### src/rtl/uart_rx_frame.sv
// Oversampling 8N1 UART receiver that writes each byte of a fixed-length telemetry frame with its index.
// Optional frame-counter sequence check on byte 0 is enabled by defining SEQ_CHECK_EN.
module uart_rx_frame #(
  parameter int OVS      = 8,
  parameter int BYTES    = 20,
  parameter int GAP_BITS = 16
) (
  input  logic       clk,
  input  logic       reset,
  input  logic       rx,
  output logic [4:0] addr,
  output logic [7:0] data,
  output logic       we,
  output logic       done,
  output logic       frame_err,
  output logic       pkt_abort,
`ifdef SEQ_CHECK_EN
  output logic       seq_err,
`endif
  output logic       busy
);

  localparam int PW      = $clog2(OVS);
  localparam int GAP_LIM = GAP_BITS * OVS;
  localparam int GW      = $clog2(GAP_LIM + 1);

  localparam logic [PW-1:0] PH_HALF  = PW'(OVS / 2 - 1);
  localparam logic [PW-1:0] PH_LAST  = PW'(OVS - 1);
  localparam logic [PW-1:0] PH_ONE   = PW'(1);
  localparam logic [4:0]    IDX_LAST = 5'(BYTES - 1);
  localparam logic [GW-1:0] GAP_END  = GW'(GAP_LIM - 1);
  localparam logic [GW-1:0] GAP_ONE  = GW'(1);

  typedef enum logic [2:0] {
    IDLE  = 3'd0,
    START = 3'd1,
    DATA  = 3'd2,
    STOP  = 3'd3,
    BREAK = 3'd4
  } state_t;

  state_t        state_r;
  logic [1:0]    sync_r;
  logic [PW-1:0] phase_r;
  logic [2:0]    bit_r;
  logic [7:0]    shift_r;
  logic [4:0]    idx_r;
  logic [GW-1:0] gap_r;
  logic          rxs_s;
`ifdef SEQ_CHECK_EN
  logic [7:0]    last_cnt_r;
  logic          seen_r;
`endif

  assign rxs_s = sync_r[1];

  // Two-flop synchronizer for the asynchronous line; idle-high reset value avoids a false start.
  always_ff @(posedge clk or negedge reset) begin
    if (!reset) begin
      sync_r <= 2'b11;
    end else begin
      sync_r <= {sync_r[0], rx};
    end
  end

  // Receive FSM, frame index, gap timer and all registered outputs.
  always_ff @(posedge clk or negedge reset) begin
    if (!reset) begin
      state_r    <= IDLE;
      phase_r    <= '0;
      bit_r      <= 3'd0;
      shift_r    <= 8'd0;
      idx_r      <= 5'd0;
      gap_r      <= '0;
      addr       <= 5'd0;
      data       <= 8'd0;
      we         <= 1'b0;
      done       <= 1'b0;
      frame_err  <= 1'b0;
      pkt_abort  <= 1'b0;
      busy       <= 1'b0;
`ifdef SEQ_CHECK_EN
      seq_err    <= 1'b0;
      last_cnt_r <= 8'd0;
      seen_r     <= 1'b0;
`endif
    end else begin
      we        <= 1'b0;
      done      <= 1'b0;
      frame_err <= 1'b0;
      pkt_abort <= 1'b0;
`ifdef SEQ_CHECK_EN
      seq_err   <= 1'b0;
`endif
      case (state_r)
        IDLE: begin
          // A start edge takes precedence over a coinciding gap timeout.
          if (!rxs_s) begin
            state_r <= START;
            phase_r <= '0;
            busy    <= 1'b1;
            gap_r   <= '0;
          end else if (idx_r == 5'd0) begin
            gap_r <= '0;
          end else if (gap_r == GAP_END) begin
            pkt_abort <= 1'b1;
            idx_r     <= 5'd0;
            gap_r     <= '0;
          end else begin
            gap_r <= gap_r + GAP_ONE;
          end
        end
        START: begin
          if (phase_r == PH_HALF) begin
            phase_r <= '0;
            if (rxs_s) begin
              state_r <= IDLE;
              busy    <= 1'b0;
            end else begin
              state_r <= DATA;
              bit_r   <= 3'd0;
            end
          end else begin
            phase_r <= phase_r + PH_ONE;
          end
        end
        DATA: begin
          if (phase_r == PH_LAST) begin
            phase_r <= '0;
            shift_r <= {rxs_s, shift_r[7:1]};
            bit_r   <= bit_r + 3'd1;
            if (bit_r == 3'd7) begin
              state_r <= STOP;
            end else begin
              state_r <= DATA;
            end
          end else begin
            phase_r <= phase_r + PH_ONE;
          end
        end
        STOP: begin
          if (phase_r == PH_LAST) begin
            phase_r <= '0;
            busy    <= 1'b0;
            if (rxs_s) begin
              state_r <= IDLE;
              we      <= 1'b1;
              data    <= shift_r;
              addr    <= idx_r;
              if (idx_r == IDX_LAST) begin
                done  <= 1'b1;
                idx_r <= 5'd0;
              end else begin
                idx_r <= idx_r + 5'd1;
              end
`ifdef SEQ_CHECK_EN
              if (idx_r == 5'd0) begin
                seq_err    <= seen_r && (shift_r != last_cnt_r + 8'd1);
                last_cnt_r <= shift_r;
                seen_r     <= 1'b1;
              end else begin
                seen_r     <= seen_r;
              end
`endif
            end else begin
              state_r   <= BREAK;
              frame_err <= 1'b1;
            end
          end else begin
            phase_r <= phase_r + PH_ONE;
          end
        end
        BREAK: begin
          // Line held low: no re-trigger, but a partial frame still ages out.
          if (rxs_s) begin
            state_r <= IDLE;
          end else begin
            state_r <= BREAK;
          end
          if (idx_r == 5'd0) begin
            gap_r <= '0;
          end else if (gap_r == GAP_END) begin
            pkt_abort <= 1'b1;
            idx_r     <= 5'd0;
            gap_r     <= '0;
          end else begin
            gap_r <= gap_r + GAP_ONE;
          end
        end
        default: begin
          state_r <= IDLE;
          busy    <= 1'b0;
        end
      endcase
    end
  end

endmodule

### config.mk
export PLATFORM = sky130hd
export DESIGN_NAME = uart_rx_frame
export DESIGN_NICKNAME = d
export VERILOG_FILES = /design/src/rtl/uart_rx_frame.sv
export SDC_FILE = /design/constraint.sdc
export NUM_CORES = 1
export LEC_CHECK = 0
export ABC_AREA = 1
export CAP_MARGIN = 20
export CORE_AREA = 2 2 69 71
export CTS_CLUSTER_SIZE = 24
export DETAILED_ROUTE_END_ITERATION = 6
export DIE_AREA = 0 0 71 73
export PLACE_DENSITY = 0.74
export REMOVE_ABC_BUFFERS = 1
export SLEW_MARGIN = 10
export SYNTH_ARGS = -nofsm -noshare
export SYNTH_HDL_FRONTEND = slang
export SYNTH_SLANG_ARGS = --single-unit
### constraint.sdc
create_clock -name clk -period 1.8 [get_ports clk]
set_input_delay 0.27 -clock clk [delete_from_list [all_inputs] [get_ports clk]]
set_output_delay 0.27 -clock clk [all_outputs]
set_load 0.02 [all_outputs]
### Word level (Yosys, flattened, before mapping)

Cells that the tools add are included.

* logic and storage cells: 96
* output and inout port bits: 18
* flip-flop bits (word level): 50
* input bits: 3

* muxes and demuxes: 45
* equal/unequal tests: 17
* bitwise gates (word level): 1
* reduce and logical (&&, ||, !) cells: 15
* add/sub/neg operators: 4

Operators with widths (number)
* $mux W3: 10
* $mux W5: 6
* $mux W8: 3
* $mux W1: 18
* $ne A2 B2 Y1 const B: 8
* $pmux W8 S2: 1
* $pmux W3 S5: 1
* $pmux W5 S3: 1
* $reduce_and A4 Y1: 3
* $eq A3 B2 Y1 const B: 3
* $eq A3 B3 Y1 const B: 3
* $pmux W3 S3: 1
* $add A8 B1 Y8 const B: 1
* $eq A8 B7 Y1 const B: 1
* $add A3 B1 Y3 const B: 2
* $pmux W3 S2: 1
* $reduce_bool A3 Y1: 2
* $add A5 B1 Y5 const B: 1
* $eq A5 B5 Y1 const B: 1
* $logic_not A5 Y1: 1
* $reduce_and A5 Y1: 1
* $pmux W1 S4: 1
* $reduce_and A2 Y1: 2
* $reduce_bool A2 Y1: 2
* 7 further kinds: 8

### Logic depth before layout (Yosys ltp)

Gate-level depths: netlist (run 1).

* depth after elaboration: 5
* depth in mapped cells: 9
* mapped depth without buffers: 9

### Least setup slack after synthesis (run 1)

OpenSTA, ideal clock, no wires.

* kind: register -> register
* from: register phase_r[0]
* to: register bit_r[0]
* required time: 1.684 ns
* data arrival time: 1.424 ns
* slack: 0.260 ns
* library setup time: 0.116 ns
* clock period less this slack: 1.540 ns
* cell stages (with the launch flop): 10
* path buffers: 0
* cell sequence: dfrtp_1 > ha_1 > ha_1 > inv_1 > nand2_1 > nand2_1 > nor2_2 > nand2_1 > nand2_1 > nand2_1

* cells in the longest elaborated chain, start to end: 3
* elaborated cells between the ends (all ways): 5
* classes of those cells: eq/ne (4); reduce/logical (1)

RTL lines
* from (decl): line 44 `logic [PW-1:0] phase_r;`
* from (signal assigned): line 124 `phase_r <= phase_r + PH_ONE;`
* from (signal assigned): line 138 `phase_r <= phase_r + PH_ONE;`
* from (signal assigned): line 170 `phase_r <= phase_r + PH_ONE;`
* $eq A3 B3 Y1 or $eq A3 B2 Y1 (tied branches): line 128, 114
* $ne A2 B2 Y1 (no source line)
* $reduce_and A4 Y1 (no source line) (*)
* to (signal assigned): line 131 `bit_r <= bit_r + 3'd1;`
* to (decl): line 45 `logic [2:0] bit_r;`

Mark *: on every way between the ends. The rest lies on a longest branch, timed or not.
A chain may end at the register's enable or synchronous reset.

### Worst setup path after layout (run 1)

* from: register phase_r[0]
* to: register bit_r[1]

The elaborated chain is that of the path after synthesis.

==> results by stage, run 1 <==
Timing:
- The final-report max-slew violation count is 0.
- Subtracting the final worst setup slack from the clock period gives 1.66 ns.
- The final total negative setup slack is 0 ns.
- The setup-violating endpoint count in the final report is 0.
- Setup repair after global routing left no endpoint under its margin.
- The final clock skew is 0.00369 ns.
- The fmax is 603 MHz.
- The final number of hold-violating endpoints is 0.
- In this run the tightest slew margin relative to its limit is 0.785.
- The share of the clock period used by the worst path after layout is 0.921.
- At the pin with the least slew margin, the transition time is 0.322 ns.

Yosys:
- The area share of the leading cell type in the synthesized netlist is 0.497.
- Each instance of the synthesized netlist takes up on average 8.92 µm².
- Yosys printed 0 warnings.
- Counting flops and latches in the post-synthesis netlist gives 50.
- Yosys attributes the largest share of cell area to sky130_fd_sc_hd__dfrtp_1 (50%), sky130_fd_sc_hd__nand2_1 (12%), sky130_fd_sc_hd__ha_1 (4.7%).
- The count of cell types in the netlist is 29.
- The synthesized netlist occupies a cell area of 0.00242 mm².
- Of all cell types, the one taking the most synthesized area is sky130_fd_sc_hd__dfrtp_1.
- Synthesis handed over a netlist of 271 instances.
- For this run, the register share of the synthesized area comes to 0.519.

Clock tree:
- The H-tree generated during clock tree synthesis spans 2 levels.
- The longest clock path from root to sink contains 2 buffers.
- The number of buffers added by the clock tree synthesis step is 5.
- In this run the clock root is driven by a sky130_fd_sc_hd__clkbuf_8.
- At the later pin of the worst-skew pair, clock insertion delay measures 0.30 ns.
- TritonCTS built the clock tree.
- The clock sink total is 50.
- The post-CTS clock slew at the launch and capture registers of the worst setup and hold paths is 0.09 ns.

Final layout:
- The area growth from synthesis to layout is 16.6%.
- The finished cells cover 0.00282 mm².
- The filler cells instantiated in the layout total 378.
- The area taken by multi-input logic gates is 0.00100 mm².
- In the final layout, flip-flops and latches occupy 0.00125 mm².
- The layout cell share with drive strength beyond 1 is 0.151.
- 0 antenna diodes ended up in the layout.
- In the final design database the tool counted 310 nets.

Global routing:
- Across every metal layer, demand over resource in global routing totals 0.187.
- Global routing finished with a remaining overflow of 0.
- The first global-routing pass estimated 7590 µm of wire.
- The number of global-route vias before repair came to 1757.
- The initial antenna violation count is 0.
- The largest net degree at the start of global routing is 51.

Placement:
- Summing all placed instances gives a cell area of 0.00268 mm².
- Routability-driven placement finished with a final weighted congestion of 0.837.
- The count of input and output buffers is 20.
- The post-DP HPWL is 3080 µm.

Worst setup path:
- The launching element type of the critical path is a flop.
- The critical path class is flop to flop.
- Of all nets on the critical path, the largest fanout is 4.
- The endpoint class of the critical path is a flop.
- STA puts the critical path data required time at 2.00 ns.
- The data arrival time of the critical path is 1.86 ns.

Power:
- The power per standard cell area is 1120 mW/mm².
- The static leakage is 1.35 nW.
- The worst vdd rail ir drop is 0.000621 V.

Route:
- The first detailed-routing pass ran for 4 iterations.
- The count of nets left with antenna violations once routing finished came out at 0.
- For this run, design rule violations remaining after detail routing come to 0.
- In the final routed layout, each cell accounts on average for 12.1 µm.
- The via count is 1814.
- The detailed router finished its first iteration with 92 violations.
- The final layout contains routed wiring with a total length of 4280 µm.
- The via count normalized by instance count is 5.14.

Floorplan:
- 21 I/O pins were placed.
- The vertical extent of the die is 73 µm.
- The starting density of the core is 0.533.
- The die covers 0.00518 mm².
- The core region is 0.00454 mm².
- Row generation in the floorplan step produced 25 rows.
- Measured along the x axis, the die boundary spans 71 µm.

Min path:
- In this run the worst hold path is classified as flop to flop.

Outcome:
- The flow ran to the end, and the final reports show no timing, DRC or antenna violations.

Run:
- The reported max-cap violation count is 0.
==> cell usage after synthesis, drive strengths merged <==
cell,number
a22o,1
nor2,29
nand4,1
nand3,19
xnor2,1
or2,1
ha,9
dfstp,2
xor2,5
nor3,4
dfrtp,48
a21oi,2
a211oi,2
nor3b,1
o21ai,24
and3,1
o211ai,1
nand2,83
buf,4
inv,33
==> registers in the layout (all words and copies together), names as in the netlist <==
name,count
shift_r,8
data,8
we,1
busy,1
done,1
phase_r,3
sync_r,2
bit_r,3
addr,5
gap_r,8
frame_err,1
idx_r,5
state_r,3
pkt_abort,1
==> path summary, 6_finish.rpt <==
check                            from        end  slack (ns)  cells past startpoint
setup / recovery           phase_r[0]   bit_r[1]        0.14                      9
hold / removal              sync_r[0]  sync_r[1]        0.36                      0
setup reg to reg           phase_r[0]   bit_r[1]        0.14                      9
hold reg to reg             sync_r[0]  sync_r[1]        0.36                      0
max in group asynchronous       reset  sync_r[0]        1.06                      3
min in group asynchronous       reset   gap_r[7]        0.47                      3
==> final cells by class <==
cell class,instances,share of cell area
Sequential cell,50,0.445
Multi-Input combinational cell,184,0.356
Timing Repair Buffer,24,0.0897
Inverter,33,0.0440
Clock buffer,5,0.0244
Tap cell,54,0.0240
Clock inverter,3,0.0169
==> kinds of logic (layout without fill, tap and decap cells) <==
| group | after synthesis | count (layout) | share of synthesized area |
|---|---|---|---|
| buffers and inverters | 37 | 65 | 0.0684 |
| adders and majority gates | 9 | 9 | 0.0466 |
| xor gates and xnor gates | 6 | 6 | 0.0218 |
| and+or+nand+nor | 139 | 139 | 0.262 |
| DFF | 50 | 50 | 0.519 |
| AOI/OAI and AO/OA | 30 | 30 | 0.0823 |
==> power by group <==
| group | switching, mW | total, mW | internal (mW) |
|---|---|---|---|
| Clock | 0.383 | 0.804 | 0.421 |
| Sequential | 0.128 | 1.41 | 1.28 |
| Combinational | 0.616 | 0.952 | 0.336 |
| Total | 1.13 | 3.16 | 2.03 |
==> through the flow <==
step	total power, mW	worst slack, ns	std cells	hold slack, ns	util
global route	3.38	0.0277	353	0.366	0.621
detailed placement	2.34	0.0897	343	0.278	0.590
finish	3.16	0.142	353	0.362	0.621
global placement	2.33	0.156	343	0.281	0.590
floorplan	2.10	0.248	267	-0.0256	-
CTS	3.16	0.0509	352	0.352	0.618
==> layer usage <==
layer / part of all wire / track usage / wire length, µm / vias up
met1: 0.46 / 0.242 / 1970 / 858
met4: 0.019 / 0.0776 / 82 / 0
met3: 0.038 / 0.0428 / 161 / 8
met2: 0.48 / 0.304 / 2060 / 35
met5: 0 / 0 / 0 / -
li1: - / - / - / 913
==> placed cells by master, fill, tap and decap left out, types with 5 or more instances in the layout <==
cell                               n
sky130_fd_sc_hd__nand2_1          78
sky130_fd_sc_hd__dfrtp_1          48
sky130_fd_sc_hd__inv_1            26
sky130_fd_sc_hd__nor2_1           23
sky130_fd_sc_hd__clkdlybuf4s50_1  19
sky130_fd_sc_hd__nand3_1          18
sky130_fd_sc_hd__o21ai_0          14
sky130_fd_sc_hd__o21ai_2          10
sky130_fd_sc_hd__inv_2             7
sky130_fd_sc_hd__ha_1              7
sky130_fd_sc_hd__xor2_1            5
sky130_fd_sc_hd__clkbuf_8          5
==> worst max-delay path, stage by stage (launching register included) <==
cell	delay (ns)
sky130_fd_sc_hd__dfrtp_1	0.38
sky130_fd_sc_hd__ha_2	0.21
sky130_fd_sc_hd__ha_2	0.23
sky130_fd_sc_hd__inv_2	0.09
sky130_fd_sc_hd__nand2_1	0.09
sky130_fd_sc_hd__nand2_1	0.10
sky130_fd_sc_hd__nor2_2	0.18
sky130_fd_sc_hd__nand2_1	0.13
sky130_fd_sc_hd__nand2_1	0.09
sky130_fd_sc_hd__nand2_1	0.06
==> timing repair <==
item                       CTS  global route
hold buffers                 1             0
setup endpoints to repair    0             4
hold endpoints to repair    48             0
resized for setup            0             3
buffers inserted             0             1
(Power assumes the default switching activity.)
==> inputs of run 2 (changes only) <==
Settings changed: CAP_MARGIN 20 to default, CORE_AREA 2 2 69 71 to 4 4 71 73, DIE_AREA 0 0 71 73 to 0 0 75 77.
==> run 2 against run 1 <==
Effect of this change: sequential share of layout area unchanged; die area rose by 11%; clock power is 2.9% lower; sequential power about the same; wire length is 0.33% higher; total power decreased by 1.3%; final cell count fell by 0.57%; combinational power shrank 2%; highest routed layer unchanged; core utilization up 2.6 points.
==> results by stage, run 2 (synthesis results as in run 1) <==
Timing:
- The setup-violating endpoint count in the final report is 0.
- The final number of hold-violating endpoints was 0.
- For the pin with the worst max-slew slack, the measured transition is 0.410 ns.
- In this run the tightest slew margin relative to its limit is 0.726.
- The final clock skew is 0.00956 ns.
- The share of the clock period used by the worst path after layout is 0.917.
- The worst path setup slack after routing is 0.149 ns.
- The routed design could run at a clock period as short as 1.65 ns.
- The final-report max-slew violation count is 0.
- For this run, the top clock speed supported by timing is 606 MHz.

Final layout:
- The largest registers in the layout are data (8), gap_r (8), shift_r (8).
- Leaving out fill and tap cells, the most frequent cells in the layout are sky130_fd_sc_hd__nand2_1 (78), sky130_fd_sc_hd__dfrtp_1 (48), sky130_fd_sc_hd__inv_1 (27), sky130_fd_sc_hd__nor2_1 (23), sky130_fd_sc_hd__clkdlybuf4s50_1 (19).
- The number of standard cells in the layout, taps in and fillers out is 351.
- The antenna diode count is 0.
- The area growth from synthesis to layout is 16.6%.
- The number of fillers in the final layout is 360.
- The final net count is 310.
- The layout cell share with drive strength beyond 1 is 0.140.
- The library cell used most frequently in the layout, excluding fill and tap cells, is sky130_fd_sc_hd__nand2_1.
- Once layout is complete, the utilization of the core stands at 0.647.

Placement:
- After detailed placement, the design holds a cell count of 342.
- The worst slack after detailed placement is 0.0752 ns.
- The count of buffers added on input and output ports is 20.
- The post-DP HPWL is 3180 µm.
- At the end of routability-driven placement, the weighted congestion stood at 0.825.

Worst setup path:
- In this run the worst path has a maximum fanout of 4.
- The launching element type of the critical path is a flop.
- The data arrival time of the critical path is 1.86 ns.
- The critical path class is flop to flop.
- The endpoint of the most critical register-to-register path is bit_r[1].
- The count of cells along the worst register-to-register path is 9.
- The worst register-to-register path begins at phase_r[0].
- The endpoint class of the critical path is a flop.
- The data required time at the worst endpoint is 2.00 ns.
- The register-to-register path setup slack is 0.15 ns.

Floorplan:
- The floorplan step defined a die boundary enclosing 0.00578 mm².
- From bottom edge to top edge, the die measures 77 µm.
- The die width is 75 µm.
- The floorplan has 24 rows.
- In this run the standard cell core region covers 0.00435 mm².
- The initial utilization of the core area, before any placement, comes to 0.555.
- The number of top-level design ports is 21.

Route:
- After detailed routing, the number of remaining DRC violations is 0.
- Summed over all nets, wire length on met3 after detailed routing comes to 172 µm.
- The detailed router put a total of 1990 µm of wire on met1.
- The highest metal layer used by the detailed router is met4.
- In the final routed layout, each cell accounts on average for 12.2 µm.
- The detailed router placed 1789 vias in this run.
- In the detailed route, the total length drawn on met2 is 2040 µm.
- Using the TritonRoute via totals, the vias-per-cell ratio works out to 5.10.
- The number of nets still failing antenna checks after routing is 0.
- The total wirelength of the detailed-routed design is 4290 µm.
- In this run, the number of DRC markers left after iteration 0 of detailed routing was 112.
- The total iterations of the first detailed-routing run is 4.

Global routing:
- For this run, the total global-route usage over all layers was measured as 0.176.
- For this run the aggregate overflow at the end of global routing stands at 0.
- The wire length of the first global-routing pass is 7950 µm.
- The number of global-route vias before repair is 1826.
- Entering global routing, the biggest net connects 35 pins.
- The initial antenna violation count is 0.

Min path:
- The endpoint of the worst hold-timing path is sync_r[1].
- The worst hold path begins at sync_r[0].
- The hold path depth is 0.
- The class of the tightest hold or removal check is flop to flop.

Clock tree:
- The number of buffers added by the clock tree synthesis step is 5.
- The depth of the CTS H-tree is 2.
- The master cell of the clock root buffer is sky130_fd_sc_hd__clkbuf_8.
- The clock latency of the later-clocked register in the worst-skew pair is 0.30 ns.
- The post-CTS clock slew at the launch and capture registers of the worst setup and hold paths is 0.09 ns.
- The number of buffers added for setup after CTS is 0.
- TritonCTS built the clock tree.
- No sink is reached through more buffers than the 2 on the longest clock path.
- CTS saw 50 sinks.

Power:
- IR analysis of the VDD net gives a maximum drop of 0.000519 V.
- The power per standard cell area is 1110 mW/mm².
- In this run the static leakage power is 1.35 nW.

Run:
- The reported max-cap violation count is 0.

Outcome:
- The flow ran to the end, and the final reports show no timing, DRC or antenna violations.
[run 2: changes by cell type in the layout (fill, tap and decap cells not counted), sizes merged]
cell	change
clkbuf	+1
inv	-1
[run 2: critical path, cell delays in order (launching register included)]
cell and delay, ns:
sky130_fd_sc_hd__dfrtp_1 0.38, sky130_fd_sc_hd__ha_1 0.25, sky130_fd_sc_hd__ha_4 0.19, sky130_fd_sc_hd__inv_1 0.11, sky130_fd_sc_hd__nand2_1 0.11, sky130_fd_sc_hd__nand2_1 0.10
sky130_fd_sc_hd__nor2_2 0.14, sky130_fd_sc_hd__nand2_1 0.13, sky130_fd_sc_hd__nand2_1 0.08, sky130_fd_sc_hd__nand2_1 0.05
[run 2: per-layer routing]
| layer | global-route usage | vias up |
|---|---|---|
| li1 | - | 905 |
| met1 | 0.234 | 840 |
| met2 | 0.278 | 36 |
| met3 | 0.0314 | 8 |
| met4 | 0.0747 | 0 |
| met5 | 0 | - |
[run 2: power breakdown]
part | internal [mW] | switching (mW) | leakage, nW
registers | 1.28 | 0.128 | 0.677
logic | 0.319 | 0.614 | 0.619
clock network | 0.417 | 0.364 | 0.0554
[run 2: worst max-delay path by stage]
stage	startpoint	cells after the start	slack (ns)	end
2_1_floorplan	phase_r[0]	6	0.25	addr[2]
3_3_place_gp	phase_r[0]	9	0.16	bit_r[2]
3_5_place_dp	phase_r[0]	9	0.08	bit_r[1]
4_1_cts	phase_r[0]	9	0.06	bit_r[1]
5_1_grt	phase_r[0]	9	-0.006	bit_r[1]
6_report	phase_r[0]	9	0.15	bit_r[1]
[run 2: layout make-up]
cell class              count  area, µm²  area share
flip-flops and latches     50       1250       0.445
multi-input cells         184       1010       0.359
repair buffers             24        253      0.0897
inverters                  33        124      0.0440
clock buffers               6       72.6      0.0258
well taps                  52       65.1      0.0231
clock inverters             2       38.8      0.0138
[run 2: stage by stage]
step           hold WS (ns)  instance area [µm²]  TNS [ns]  total power [mW]
2_1_floorplan       -0.0256                 2370         0              2.10
3_3_place_gp          0.226                 2680         0              2.33
3_5_place_dp          0.231                 2680         0              2.35
4_1_cts               0.360                 2800         0              3.15
5_1_grt               0.352                 2820  -0.00584              3.37
6_report              0.365                 2820         0              3.12
[run 2: what timing repair did]
item | CTS | global route
resized for setup | 0 | 2
hold buffers | 1 | 0
setup endpoints to repair | 0 | 5
hold endpoints to repair | 16 | 0
